===== config.mk =====
export PLATFORM = sky130hd
export DESIGN_NAME = hazard_controller
export DESIGN_NICKNAME = d
export VERILOG_FILES = /design/src/rtl/hazard_controller_pkg.sv /design/src/rtl/forward_unit.sv /design/src/rtl/hazard_controller.sv
export SDC_FILE = /design/constraint.sdc
export NUM_CORES = 1
export LEC_CHECK = 0
export BUFFER_PORTS_ARGS = -buffer_cell sky130_fd_sc_hd__buf_2
export CORE_ASPECT_RATIO = 1.5
export CORE_MARGIN = 1
export CORE_UTILIZATION = 38
export DETAILED_ROUTE_END_ITERATION = 8
export PLACE_DENSITY_LB_ADDON = 0.3
export SYNTH_ARGS = -nofsm -noshare
export SYNTH_HDL_FRONTEND = slang
export SYNTH_SLANG_ARGS = --single-unit
export TNS_END_PERCENT = 30

===== constraint.sdc =====
create_clock -name CLK -period 1.7 [get_ports CLK]
set_input_delay 0.255 -clock CLK [delete_from_list [all_inputs] [get_ports CLK]]
set_output_delay 0.255 -clock CLK [all_outputs]
set_load 0.005 [all_outputs]

===== src/rtl/hazard_controller_pkg.sv =====
// Shared encodings for the hazard controller: FSM states and execute-stage forward selects.
package hazard_controller_pkg;

    typedef enum logic [1:0] {
        RUN      = 2'b00,
        LU_STALL = 2'b01,
        BR_STALL = 2'b10
    } haz_state_t;

    typedef enum logic [1:0] {
        FWD_RF  = 2'b00,
        FWD_WB  = 2'b01,
        FWD_MEM = 2'b10
    } fwd_sel_t;

endpackage


===== src/rtl/forward_unit.sv =====
// Execute-stage forward select for one ALU operand; the memory stage wins over writeback.
module forward_unit
    import hazard_controller_pkg::*;
#(
    parameter int unsigned REG_ADDR = 5
) (
    input  logic [REG_ADDR-1:0] src,
    input  logic [REG_ADDR-1:0] dst_m,
    input  logic                we_m,
    input  logic [REG_ADDR-1:0] dst_w,
    input  logic                we_w,
    output logic [1:0]          fwd
);

    logic src_live;

    // Register 0 is hard-wired to zero and never needs a bypass.
    assign src_live = (src != '0);

    always_comb begin
        fwd = FWD_RF;
        if (src_live && we_m && (src == dst_m)) begin
            fwd = FWD_MEM;
        end else if (src_live && we_w && (src == dst_w)) begin
            fwd = FWD_WB;
        end
    end

endmodule


===== src/rtl/hazard_controller.sv =====
// Five-stage MIPS hazard unit: forwarding, load-use/branch stalls, state FSM and stall watchdog.
// Performance counters exist only when HAZARD_PERF_CNT_EN is defined; otherwise they read zero.
module hazard_controller
    import hazard_controller_pkg::*;
#(
    parameter int unsigned REG_ADDR  = 5,
    parameter int unsigned CNT_WIDTH = 16
) (
    input  logic                 CLK,
    input  logic                 RST,
    input  logic [REG_ADDR-1:0]  RsD,
    input  logic [REG_ADDR-1:0]  RtD,
    input  logic [REG_ADDR-1:0]  RsE,
    input  logic [REG_ADDR-1:0]  RtE,
    input  logic [REG_ADDR-1:0]  WriteRegE,
    input  logic [REG_ADDR-1:0]  WriteRegM,
    input  logic [REG_ADDR-1:0]  WriteRegW,
    input  logic                 RegWriteE,
    input  logic                 RegWriteM,
    input  logic                 RegWriteW,
    input  logic                 MemtoRegE,
    input  logic                 MemtoRegM,
    input  logic                 BranchD,
    input  logic [1:0]           PCSrcD,
    output logic                 StallF,
    output logic                 StallD,
    output logic                 FlushE,
    output logic                 FlushD,
    output logic                 ForwardAD,
    output logic                 ForwardBD,
    output logic [1:0]           ForwardAE,
    output logic [1:0]           ForwardBE,
    output logic [1:0]           HazState,
    output logic                 HazErr,
    output logic [CNT_WIDTH-1:0] StallCnt,
    output logic [CNT_WIDTH-1:0] FlushCnt
);

    function automatic logic reg_match(input logic [REG_ADDR-1:0] a, input logic [REG_ADDR-1:0] b);
        return (a != '0) && (a == b);
    endfunction

    logic       lwstall;
    logic       brstall;
    logic       stall;
    haz_state_t state;
    logic [1:0] consec;
    logic       err;

    forward_unit #(.REG_ADDR(REG_ADDR)) u_fwd_a (
        .src   (RsE),
        .dst_m (WriteRegM),
        .we_m  (RegWriteM),
        .dst_w (WriteRegW),
        .we_w  (RegWriteW),
        .fwd   (ForwardAE)
    );

    forward_unit #(.REG_ADDR(REG_ADDR)) u_fwd_b (
        .src   (RtE),
        .dst_m (WriteRegM),
        .we_m  (RegWriteM),
        .dst_w (WriteRegW),
        .we_w  (RegWriteW),
        .fwd   (ForwardBE)
    );

    assign ForwardAD = RegWriteM && reg_match(RsD, WriteRegM);
    assign ForwardBD = RegWriteM && reg_match(RtD, WriteRegM);

    assign lwstall = MemtoRegE && (reg_match(RsD, WriteRegE) || reg_match(RtD, WriteRegE));
    assign brstall = BranchD &&
        ((RegWriteE && (reg_match(RsD, WriteRegE) || reg_match(RtD, WriteRegE))) ||
         (MemtoRegM && (reg_match(RsD, WriteRegM) || reg_match(RtD, WriteRegM))));
    assign stall   = lwstall || brstall;

    assign StallF = stall;
    assign StallD = stall;
    assign FlushE = stall;
    // A stalled decode keeps its instruction, so the redirect flush must wait.
    assign FlushD = (PCSrcD != 2'b00) && !stall;

    always_ff @(posedge CLK) begin
        if (RST) begin
            state  <= RUN;
            consec <= 2'd0;
            err    <= 1'b0;
        end else begin
            if (lwstall) begin
                state <= LU_STALL;
            end else if (brstall) begin
                state <= BR_STALL;
            end else begin
                state <= RUN;
            end
            if (stall) begin
                if (consec != 2'd3) begin
                    consec <= consec + 2'd1;
                end
                // Third back-to-back stall is beyond anything legal traffic produces.
                if (consec >= 2'd2) begin
                    err <= 1'b1;
                end
            end else begin
                consec <= 2'd0;
            end
        end
    end

    assign HazState = state;
    assign HazErr   = err;

`ifdef HAZARD_PERF_CNT_EN
    logic [CNT_WIDTH-1:0] stall_cnt;
    logic [CNT_WIDTH-1:0] flush_cnt;

    always_ff @(posedge CLK) begin
        if (RST) begin
            stall_cnt <= '0;
            flush_cnt <= '0;
        end else begin
            if (StallD && (stall_cnt != '1)) begin
                stall_cnt <= stall_cnt + CNT_WIDTH'(1);
            end
            if (FlushD && (flush_cnt != '1)) begin
                flush_cnt <= flush_cnt + CNT_WIDTH'(1);
            end
        end
    end

    assign StallCnt = stall_cnt;
    assign FlushCnt = flush_cnt;
`else
    assign StallCnt = '0;
    assign FlushCnt = '0;
`endif

endmodule

**Yosys cells after proc, flatten, opt, wreduce, memory -nomap -nowiden**

Index checks and enable logic that the tools add are counted.

- $add $sub $neg: 1
- Multiply operators: 0
- Div/mod/pow operators: 0
- Magnitude comparators: 1
- Equality and inequality tests: 9
- Shift-type cells: 0
- Muxes and demuxes: 6
- Bitwise logic cells: 1
- Reduce and logical (&&, ||, !) cells: 32

Operators with widths:

| kind | number |
|---|---|
| $eq 5x5->1 | 8 |
| $reduce_bool 5->1 | 4 |
| $logic_and 1x1->1 | 19 |
| $mux 2 | 3 |
| $logic_or 1x1->1 | 4 |
| $reduce_or 2->1 | 2 |
| $mux 1 | 3 |
| $add 2x1->2 const B | 1 |
| $ge 2x2->1 const B | 1 |
| $ne 2x2->1 const B | 1 |
| $reduce_and 2->1 | 1 |
| $reduce_bool 2->1 | 1 |
| $logic_not 1->1 | 1 |
| $not 1->1 | 1 |

- Bits in registers: 5
- Latch bits: 0
- Bits in writable memories: 0
- ROM bits: 0
- Input bits: 45
- Output and inout port bits: 45
- Word-level logic and storage cells: 54
- Memories kept: 0

**Logic depth before layout (Yosys ltp)**

Gate-level depths: netlist of the first run.

- Depth in word-level cells: 9
- Depth in mapped cells: 7
- Depth with buffers taken out: 6

**By module**

Synthesis of the first run repeated with hierarchy kept, for this count alone.

- Cell total of the unflattened synthesis: 133
- Area total of the unflattened synthesis: 1067.3 µm²

Modules (own cells, without submodules):

| module | instances | cells each | area an instance (µm²) | seq. area each (µm²) |
|---|---|---|---|---|
| hazard_controller | 1 | 97 | 789.5 | 100.1 |
| forward_unit | 2 | 18 | 138.9 | 0.0 |

**Least setup slack after synthesis of the first run**

Ideal clock, no wire load.

- Path kind: input to output
- Start: in RsE[0]
- End: out ForwardAE[0]
- Arrival: 1.268 ns
- Data required time: 1.445 ns
- Slack: 0.177 ns
- Stages on the path: 4
- Buffers on the path: 0
- Cells stage by stage: or4_1 > nor2_2 > nor4_1 > nor4_1

- Cells in the longest elaborated chain, start to end: 5
- Elaborated cells on any way between the ends: 9
- Classes of those cells: 2 x eq/ne; 2 x mux; 5 x reduce/logical

Ends and longest elaborated chain:

| what | line | RTL |
|---|---|---|
| start: declaration | hazard_controller.sv:13 | `input logic [REG_ADDR-1:0] RsE,` |
| $reduce_bool 5->1 | forward_unit.sv:18 | `assign src_live = (src != '0);` |
| $logic_and 1x1->1 (2 in series) | forward_unit.sv:24 | `end else if (src_live && we_w && (src == dst_w)) begin` |
| $mux 1 | forward_unit.sv:24 |  |
| $mux 2 (*) | forward_unit.sv:22 | `if (src_live && we_m && (src == dst_m)) begin` |
| end: declaration | hazard_controller.sv:31 | `output logic [1:0] ForwardAE,` |

Mark *: on every way between the ends. The rest lies on a longest branch, timed or not.

**Final worst setup path of the first run**

- Start: in RsE[2]
- End: out ForwardAE[0]

Same word-level chain as after synthesis.

==> out/results.ini, run 1 <==
[floorplan]
die_h_um = 66.2
boundaryPins = 90
die_w_um = 44.8
fp-row-count = 22
core_area_um2 = 2530
initial_core_util_pct = 41.3
dieArea_um2 = 2970

[grt]
grt_use_total_pct = 17.4
top_usage_layer = met2
grt_pass1_vias = 1013
grt_max_degree = 6
grt_antenna_before_repair = 0
grt_pass1_wl_mm = 3.84
globalRouteMet3Util_pct = 3.83
use_met1_pct = 15.6
met2_usage_pct = 35.3
grt-ovfl-total = 0

[clock_network]
postCtsHoldBufs = 0
clockRootBuffer = clkbuf_4
clockBufferDepth = 2
cts_tree = done
path_clk_slew_ns = 0.05
clkLatencyLatePin_ns = 0.26
htree_levels = 1
cts_inserted_buffers = 3
cts.sinks = 5

[layout]
antenna_cells = 0
fill_cells = 270
drive_gt1_share_pct = 44.4
seq_area_um2 = 100
fin_area_um2 = 1520
fin_nets = 264
synthToLayoutAreaGrowth_pct = 45.5
multi_input_area_um2 = 872

[logic_synthesis]
synth_cells = 137
synth_seq_area_share_pct = 9.58
synth_area_um2 = 1040
synth-seq-cells = 5
ys.warnings.count = 0
syn_area_per_cell_um2 = 7.63
synth_cell_types = 21

[critical_path]
cpPeakStageDelay_ns = 0.53
r2r-end = consec[1]
cp.required_ns = 1.44
worstPathCellList = buf_6 > or4_4 > nor2_4 > nor4_4 > nor4_1 > buf_2
ff2ff_setup_slack_ns = 0.70
reg2reg_depth = 5
worstPathArrival_ns = 1.49
r2r-start = consec[0]
cp-start-kind = primary input
end_kind = primary output
criticalPathCategory = primary input to primary output
slowest_stage = or4_4
cp_max_fo = 2

[place]
dpl_cell_area_um2 = 1380
place_ws_ns = -0.0767
place.gp.congestion = 0.864
dp_hpwl_mm = 2.29
numPortBuffers = 57

[timing]
hold_viol = 0
rsz0062_at_grt = yes
min_period_ns = 1.75
tns_ns = -0.0763
fin_worst_skew_ns = 0.00860
timing.final.crit_share_pct = 103
drv_slew = 0
timing.final.ws_setup_ns = -0.0470
fmax_ghz = 0.572
finalSetupViolCount = 2

[job]
drv_cap = 0

[min_path]
min_path_type = primary input to flop
whs_path_depth = 2
hp-start = RST
hold_path_end = HazState[1]

[run_status]
outcome = complete, but fails checks
violations = setup timing

[pwr]
vdd_drop_max_mv = 0.296
leakagePower_nw = 0.758
power.density_nw_per_um2 = 370

[routing]
postRouteAntennaNets = 0
wire_per_inst_um = 10.9
drtIter0Drc = 4
drc = 0
vias_per_cell = 4.44
finalWirelength_mm = 2.75
dr_total_vias = 1118
first_pass_iters = 2

[state kept, by name, summed over array words and instances (netlist names)]
name and flops:
HazErr 1, HazState 2, consec 2
[synthesized netlist by cell type]
library cell	instances	share of area [%]
buf_4	34	24
dfxtp_1	5	9.6
conb_1	1	0.36
xor2_1	15	13
o211a_1	1	0.96
inv_1	4	1.4
nor4_1	4	2.4
nand2_1	9	3.2
a21boi_1	2	1.4
ha_1	2	2.4
a211oi_2	3	3.6
nand4_1	8	4.8
o21ai_1	1	0.48
xnor2_1	26	22
nor3b_1	1	0.72
nor2_2	2	1.2
nor3_1	6	2.9
o22ai_1	1	0.60
nor2_1	9	3.2
or4_1	2	1.4
a21oi_1	1	0.48
[layer usage]
metal | up-vias | wire length [µm] | share of wire [%]
met5 | - | 0 | 0
met4 | 0 | 24 | 0.87
met3 | 2 | 235 | 8.5
met2 | 58 | 1550 | 56
met1 | 507 | 946 | 34
li1 | 551 | - | -
[worst max-delay path, delay by kind of cell]
family	cells	cell delay [ns]
and+or+nand+nor	4	0.99
buffers and inverters	2	0.24
[worst max path at each step]
stage	from	endpoint	slack [ns]	cells past startpoint
floorplan	RsE[0]	ForwardAE[0]	0.18	4
detailed placement	RtE[0]	ForwardBE[0]	-0.08	6
global placement	RtE[0]	ForwardBE[0]	-0.05	6
global route	RsE[2]	ForwardAE[0]	-0.16	6
finish	RsE[2]	ForwardAE[0]	-0.05	6
CTS	RtE[1]	ForwardBE[0]	-0.04	6
[metrics by stage]
step	power [W]	instances	util (%)	hold WS, ns
global route	0.000604	252	60.0	0.261
CTS	0.000541	250	55.8	0.262
global placement	0.000389	246	54.4	0.460
floorplan	0.000306	168	-	0.331
finish	0.000563	252	60.0	0.257
detailed placement	0.000392	246	54.4	0.471
[cells in the final DEF (no fill, tap or decap), drive strengths merged, types with 5 or more instances in the layout]
cell type / n
nand2: 9
xnor2: 26
conb: 32
xor2: 15
nor2: 11
nor3: 6
buf: 78
dfxtp: 5
nand4: 8
[what timing repair did]
| item | CTS | global route |
|---|---|---|
| pin swaps | 3 | 10 |
| setup buffers | 0 | 2 |
| setup endpoints to repair | 2 | 6 |
| endpoints found under the hold margin | 0 | 0 |
| gates resized for setup | 2 | 15 |
[report_power, final]
group / switching (W) / internal [W] / total [W]
Sequential: 0.00000110 / 0.000120 / 0.000121
Clock: 0.0000564 / 0.0000892 / 0.000146
Combinational: 0.000146 / 0.000150 / 0.000296
Total: 0.000204 / 0.000359 / 0.000563
[final cells by class]
class	count	share of cell area, %
tap	36	2.96
inverter	4	0.988
sequential	5	6.58
multi-input combinational	125	57.4
timing repair buffer	78	30.4
clock buffer	4	1.73
[cells by family (layout without fill, tap and decap cells)]
family,after synthesis,count (layout),synth area share (%)
adders and majority gates,2,2,2.39
AOI/OAI and AO/OA,9,9,7.54
DFF,5,5,9.58
xor gates and xnor gates,41,41,34.4
buffers and inverters,38,86,25.9
and+or+nand+nor,41,41,19.9
other,1,32,0.359
No activity file was read; power rests on OpenSTA's default activity.
==> inputs of run 2 (changes only) <==
ABC_AREA = 1   (was not set)
BUFFER_PORTS_ARGS = -buffer_cell sky130_fd_sc_hd__clkbuf_2   (was -buffer_cell sky130_fd_sc_hd__buf_2)
CORE_UTILIZATION = 40   (was 38)
==> run 2 against run 1 <==
Against the previous run: the flow now finishes without violations; wire length decreased by 11%; non-clock buffer count decreased by 19; synthesized area increased by 10%; core utilization decreased by 7.3 points; highest routed layer unchanged.
==> out/results.ini, run 2 <==
[min_path]
hold_path_end = HazState[0]
min_path_type = primary input to flop
hp-start = RST
whs_path_depth = 2

[floorplan]
fp-row-count = 23
die_w_um = 45.8
die_h_um = 67.7
core_area_um2 = 2710
boundaryPins = 90
initial_core_util_pct = 42.6
dieArea_um2 = 3100

[timing]
tns_ns = 0
drv_slew = 0
fin_worst_skew_ns = 0.000111
timing.final.ws_setup_ns = 0.108
whs_ns = 0.194
finalSetupViolCount = 0
timing.final.crit_share_pct = 93.7
fmax_ghz = 0.628
min_period_ns = 1.59
hold_viol = 0

[layout]
drive_gt1_share_pct = 33.8
antenna_cells = 0
fin_nets = 288
fill_cells = 305
final_common_cell = clkbuf_2
synthToLayoutAreaGrowth_pct = 23.9
final_cell_mix = clkbuf_2, nand2_1, conb_1, nor2_1, xor2_1

[logic_synthesis]
synth_area_um2 = 1150
synth_ff_type = dfxtp_1
syn_area_per_cell_um2 = 6.33
synth_top_area_share_pct = 22.1
synth-seq-cells = 5
synth_seq_area_share_pct = 8.69
synth_cell_types = 27
synth_cells = 182
synth_edf_count = 0
yosysMostFrequentCell = nand2_1
synth_commonest_cells = nand2_1, buf_4, nor2_1
yosysTopAreaCell = buf_4
async_flop_share_pct = 0
yosys-top-cells-area = buf_4, nand2_1, xor2_1
ys.warnings.count = 0

[place]
numPortBuffers = 57
dp_hpwl_mm = 2.17
place_ws_ns = 0.0780
place.gp.congestion = 0.793

[pwr]
power.density_nw_per_um2 = 430
leakagePower_nw = 0.851
vdd_drop_max_mv = 0.233

[critical_path]
r2r-end = HazErr
end_kind = primary output
worstPathCellList = buf_4 > nor2_2 > nand2_1 > nor2_2 > nor2_1 > nand2_1 > nand2_1 > nand2_1 > nand2_1 > nand2_2 > nand2_4 > nor2_2 > buf_2
cp.required_ns = 1.44
criticalPathCategory = primary input to primary output
slowest_stage = buf_4
cp-start-kind = primary input
crit_top_cell = nand2_1
cp_max_fo = 6
ff2ff_setup_slack_ns = 0.63
cpPeakStageDelay_ns = 0.13
reg2reg_depth = 5
r2r-start = consec[0]
worstPathArrival_ns = 1.34

[clock_network]
clkLatencyLatePin_ns = 0.23
clockRootBuffer = clkbuf_8
cts.sinks = 5
cts_tree = done
cts_inserted_buffers = 3
htree_levels = 1
clockBufferDepth = 2
path_clk_slew_ns = 0.04

[routing]
postRouteAntennaNets = 0
first_pass_iters = 4
finalWirelength_mm = 2.46
dr_wl_met2_mm = 1.45
route.met3.wl_um = 183
wire_per_inst_um = 8.88
drtIter0Drc = 8
drc = 0
highest_layer = met4
met1Wirelength_um = 787
dr_total_vias = 1189
vias_per_cell = 4.29

[run_status]
outcome = finished, final reports clean

[grt]
grt_use_total_pct = 16.9
grt_max_degree = 7
grt_antenna_before_repair = 0
grt-ovfl-total = 0
grt_pass1_vias = 1024
grt_pass1_wl_mm = 3.80

[job]
drv_cap = 0

run 2: cell count changes after synthesis, sizes merged, moves of 3 or more:
cell	delta
inv	+13
nand2	+32
nand3	+5
nand4	-6
nor2	+16
nor3	-3
xnor2	-13
run 2: worst max-delay path by stage:
stage                       from     end  slack [ns]
CTS                       RtD[2]  FlushD        0.07
global route        WriteRegM[0]  FlushD       -0.02
finish                    RtD[1]  FlushD        0.11
floorplan           WriteRegM[1]  StallD        0.35
detailed placement        RtD[2]  FlushD        0.08
global placement          RtD[2]  FlushD        0.09
run 2: kinds of logic after synthesis:
| family | after synthesis | share of synthesized area [%] |
|---|---|---|
| and+or+nand+nor | 84 | 31.4 |
| DFF | 5 | 8.69 |
| adders and majority gates | 2 | 2.17 |
| other | 1 | 0.325 |
| AOI/OAI and AO/OA | 8 | 4.45 |
| xor gates and xnor gates | 29 | 23.3 |
| buffers and inverters | 53 | 29.6 |
run 2: critical path: cells and delay by family:
kind | cells | cell delay [ns]
buf+inv | 2 | 0.24
simple gates | 11 | 0.82
run 2: power by group:
group	leakage, nW	total (W)	internal, W	switching (W)
Combinational	0.788	0.000264	0.000120	0.000144
Clock	0.0228	0.000230	0.000162	0.0000682
Sequential	0.0403	0.000121	0.000120	0.000000949
run 2: through the flow:
| stage | instance area (µm²) | power (W) | instances | utilization, % |
|---|---|---|---|---|
| finish | 1430 | 0.000615 | 277 | 52.8 |
| global route | 1430 | 0.000669 | 277 | 52.8 |
| CTS | 1370 | 0.000611 | 275 | 50.6 |
| detailed placement | 1320 | 0.000372 | 271 | 48.9 |
| global placement | 1320 | 0.000371 | 271 | 48.9 |
| floorplan | 1270 | 0.000326 | 213 | - |
run 2: layer usage:
layer | track usage, % | vias to the layer above
li1 | - | 613
met1 | 13.9 | 518
met2 | 35.9 | 55
met3 | 3.21 | 3
met4 | 6.62 | 0
met5 | 0 | -
run 2: repair_timing:
action | 4_1_cts | 5_1_grt
hold buffers | 0 | 0
resized for setup | 0 | 17
setup buffers | 0 | 2
setup endpoints to repair | 0 | 4
run 2: layout make-up:
type	instances	area [µm²]	area share (%)
Clock buffer	4	45.0	3.16
Inverter	17	63.8	4.47
Multi-Input combinational cell	155	867	60.7
Sequential cell	5	100	7.01
Tap cell	37	46.3	3.24
Timing Repair Buffer	59	305	21.4
==> inputs of run 3 (changes only) <==
CAP_MARGIN = 20   (was not set)
CORE_UTILIZATION = 25   (was 40)
CTS_CLUSTER_DIAMETER = 120   (was not set)
==> run 3 against run 2 <==
Against the previous run: the flow now finishes with violations (DRC); power grew 1.7%; clock-buffer cell count is the same; cell area grew 3.9%; clock power shrank 4%; sequential power is essentially flat; largest cell class unchanged.
==> out/results.ini, run 3 (same netlist as run 2, synthesis figures left out) <==
[grt]
grt-ovfl-total = 0
grt_pass1_vias = 1056
grt_antenna_before_repair = 0
grt_pass1_wl_mm = 4.19
grt_max_degree = 7
grt_use_total_pct = 11.0

[routing]
first_pass_iters = 6
wire_per_inst_um = 9.66
dr_total_vias = 1188
drc = 8
vias_per_cell = 4.15
finalWirelength_mm = 2.76
drtIter0Drc = 30
postRouteAntennaNets = 0

[critical_path]
cp.required_ns = 1.44
end_kind = primary output
worstPathArrival_ns = 1.34
cpPeakStageDelay_ns = 0.31
ff2ff_setup_slack_ns = 0.62
cp_max_fo = 4
path_buf_inv = 2
worstPathCellList = buf_2 > xor2_1 > a211oi_1 > nand3_1 > nor4_1 > nor2_1 > clkbuf_2
critPathTopFamily = simple AND/OR/NAND/NOR gates
cp-start-kind = primary input
slowest_stage = nor4_1
criticalPathCategory = primary input to primary output
reg2reg_depth = 5
path_depth = 7
r2r-end = HazErr
r2r-start = consec[0]

[layout]
fill_cells = 489
layout.cells.non_filler = 286
drive_gt1_share_pct = 35.8
final_common_cell = clkbuf_2
antenna_cells = 0
final_cell_mix = clkbuf_2, nand2_1, conb_1, nor2_1, xor2_1
synthToLayoutAreaGrowth_pct = 28.8
fin_nets = 288

[clock_network]
clockBufferDepth = 2
cts.sinks = 5
path_clk_slew_ns = 0.03
clkLatencyLatePin_ns = 0.22
postCtsHoldBufs = 0
cts_tree = done
htree_levels = 1
clockRootBuffer = clkbuf_8
cts_inserted_buffers = 3

[place]
numPortBuffers = 57
place_ws_ns = 0.0324
dp_cells = 280
dp_hpwl_mm = 2.45
place.gp.congestion = 0.797

[min_path]
whs_path_depth = 2
hold_path_end = HazState[0]
hp-start = RST
min_path_type = primary input to flop

[timing]
fin_worst_skew_ns = 0.00207
hold_viol = 0
fmax_ghz = 0.629
timing.final.crit_share_pct = 93.6
tns_ns = 0
min_period_ns = 1.59
finalSetupViolCount = 0
drv_slew = 0
timing.final.ws_setup_ns = 0.109

[floorplan]
fp-row-count = 29
boundaryPins = 90
core_area_um2 = 4320
initial_core_util_pct = 26.7
die_h_um = 85.2
dieArea_um2 = 4890
die_w_um = 57.4

[pwr]
leakagePower_nw = 0.865
vdd_drop_max_mv = 0.160
power.density_nw_per_um2 = 421

[run_status]
outcome = complete, but fails checks
violations = DRC

[job]
drv_cap = 0

-- run 3: cell count changes in the layout (fill, tap and decap cells not counted), sizes merged --
| cell | delta |
|---|---|
| clkbuf | -7 |
| buf | +7 |
-- run 3: worst reg2reg max path: cells and delay by family, from the launching register on --
| kind | cells | cell delay [ns] |
|---|---|---|
| adders and majority gates | 1 | 0.18 |
| buffers and inverters | 1 | 0.06 |
| and+or+nand+nor | 3 | 0.38 |
| DFF | 1 | 0.36 |
-- run 3: how the worst max path moves through the flow --
| stage | startpoint | end | slack, ns |
|---|---|---|---|
| floorplan | WriteRegM[1] | StallD | 0.35 |
| global placement | RtD[0] | FlushD | 0.07 |
| detailed placement | RtD[0] | FlushD | 0.03 |
| CTS | RtD[0] | FlushD | 0.03 |
| global route | RtD[1] | FlushD | -0.01 |
| finish | WriteRegM[2] | ForwardBE[0] | 0.11 |
-- run 3: cell type report --
type | instances | area, µm² | area share (%)
sequential | 5 | 100 | 6.75
multi-input combinational | 155 | 885 | 59.6
tap | 46 | 57.6 | 3.88
clock buffer | 4 | 45.0 | 3.04
inverter | 17 | 66.3 | 4.47
timing repair buffer | 59 | 330 | 22.3
-- run 3: power breakdown --
part           internal [W]  switching [W]  total, W
Clock              0.000161      0.0000598  0.000221
Combinational      0.000130       0.000154  0.000283
Sequential         0.000120     0.00000104  0.000121
Total              0.000411       0.000215  0.000625
-- run 3: through the flow --
stage / cell area [µm²] / hold slack (ns) / utilization [%] / power (W)
CTS: 1380 / 0.205 / 31.9 / 0.000606
global route: 1480 / 0.220 / 34.4 / 0.000669
floorplan: 1270 / 0.327 / - / 0.000326
detailed placement: 1330 / 0.437 / 30.9 / 0.000378
finish: 1480 / 0.206 / 34.4 / 0.000625
global placement: 1330 / 0.438 / 30.9 / 0.000377
-- run 3: metal layers --
metal  up-vias  part of all wire, %  GRT usage, %
met5         -                    0             0
met4         0                 0.58          3.33
met3         2                  9.5          2.29
met2        63                   57          23.2
met1       510                   33          9.66
li1        613                    -             -
-- run 3: what timing repair did --
| item | CTS | global route |
|---|---|---|
| endpoints found under the setup margin | 0 | 6 |
| setup buffers | 0 | 2 |
| resized for setup | 0 | 43 |
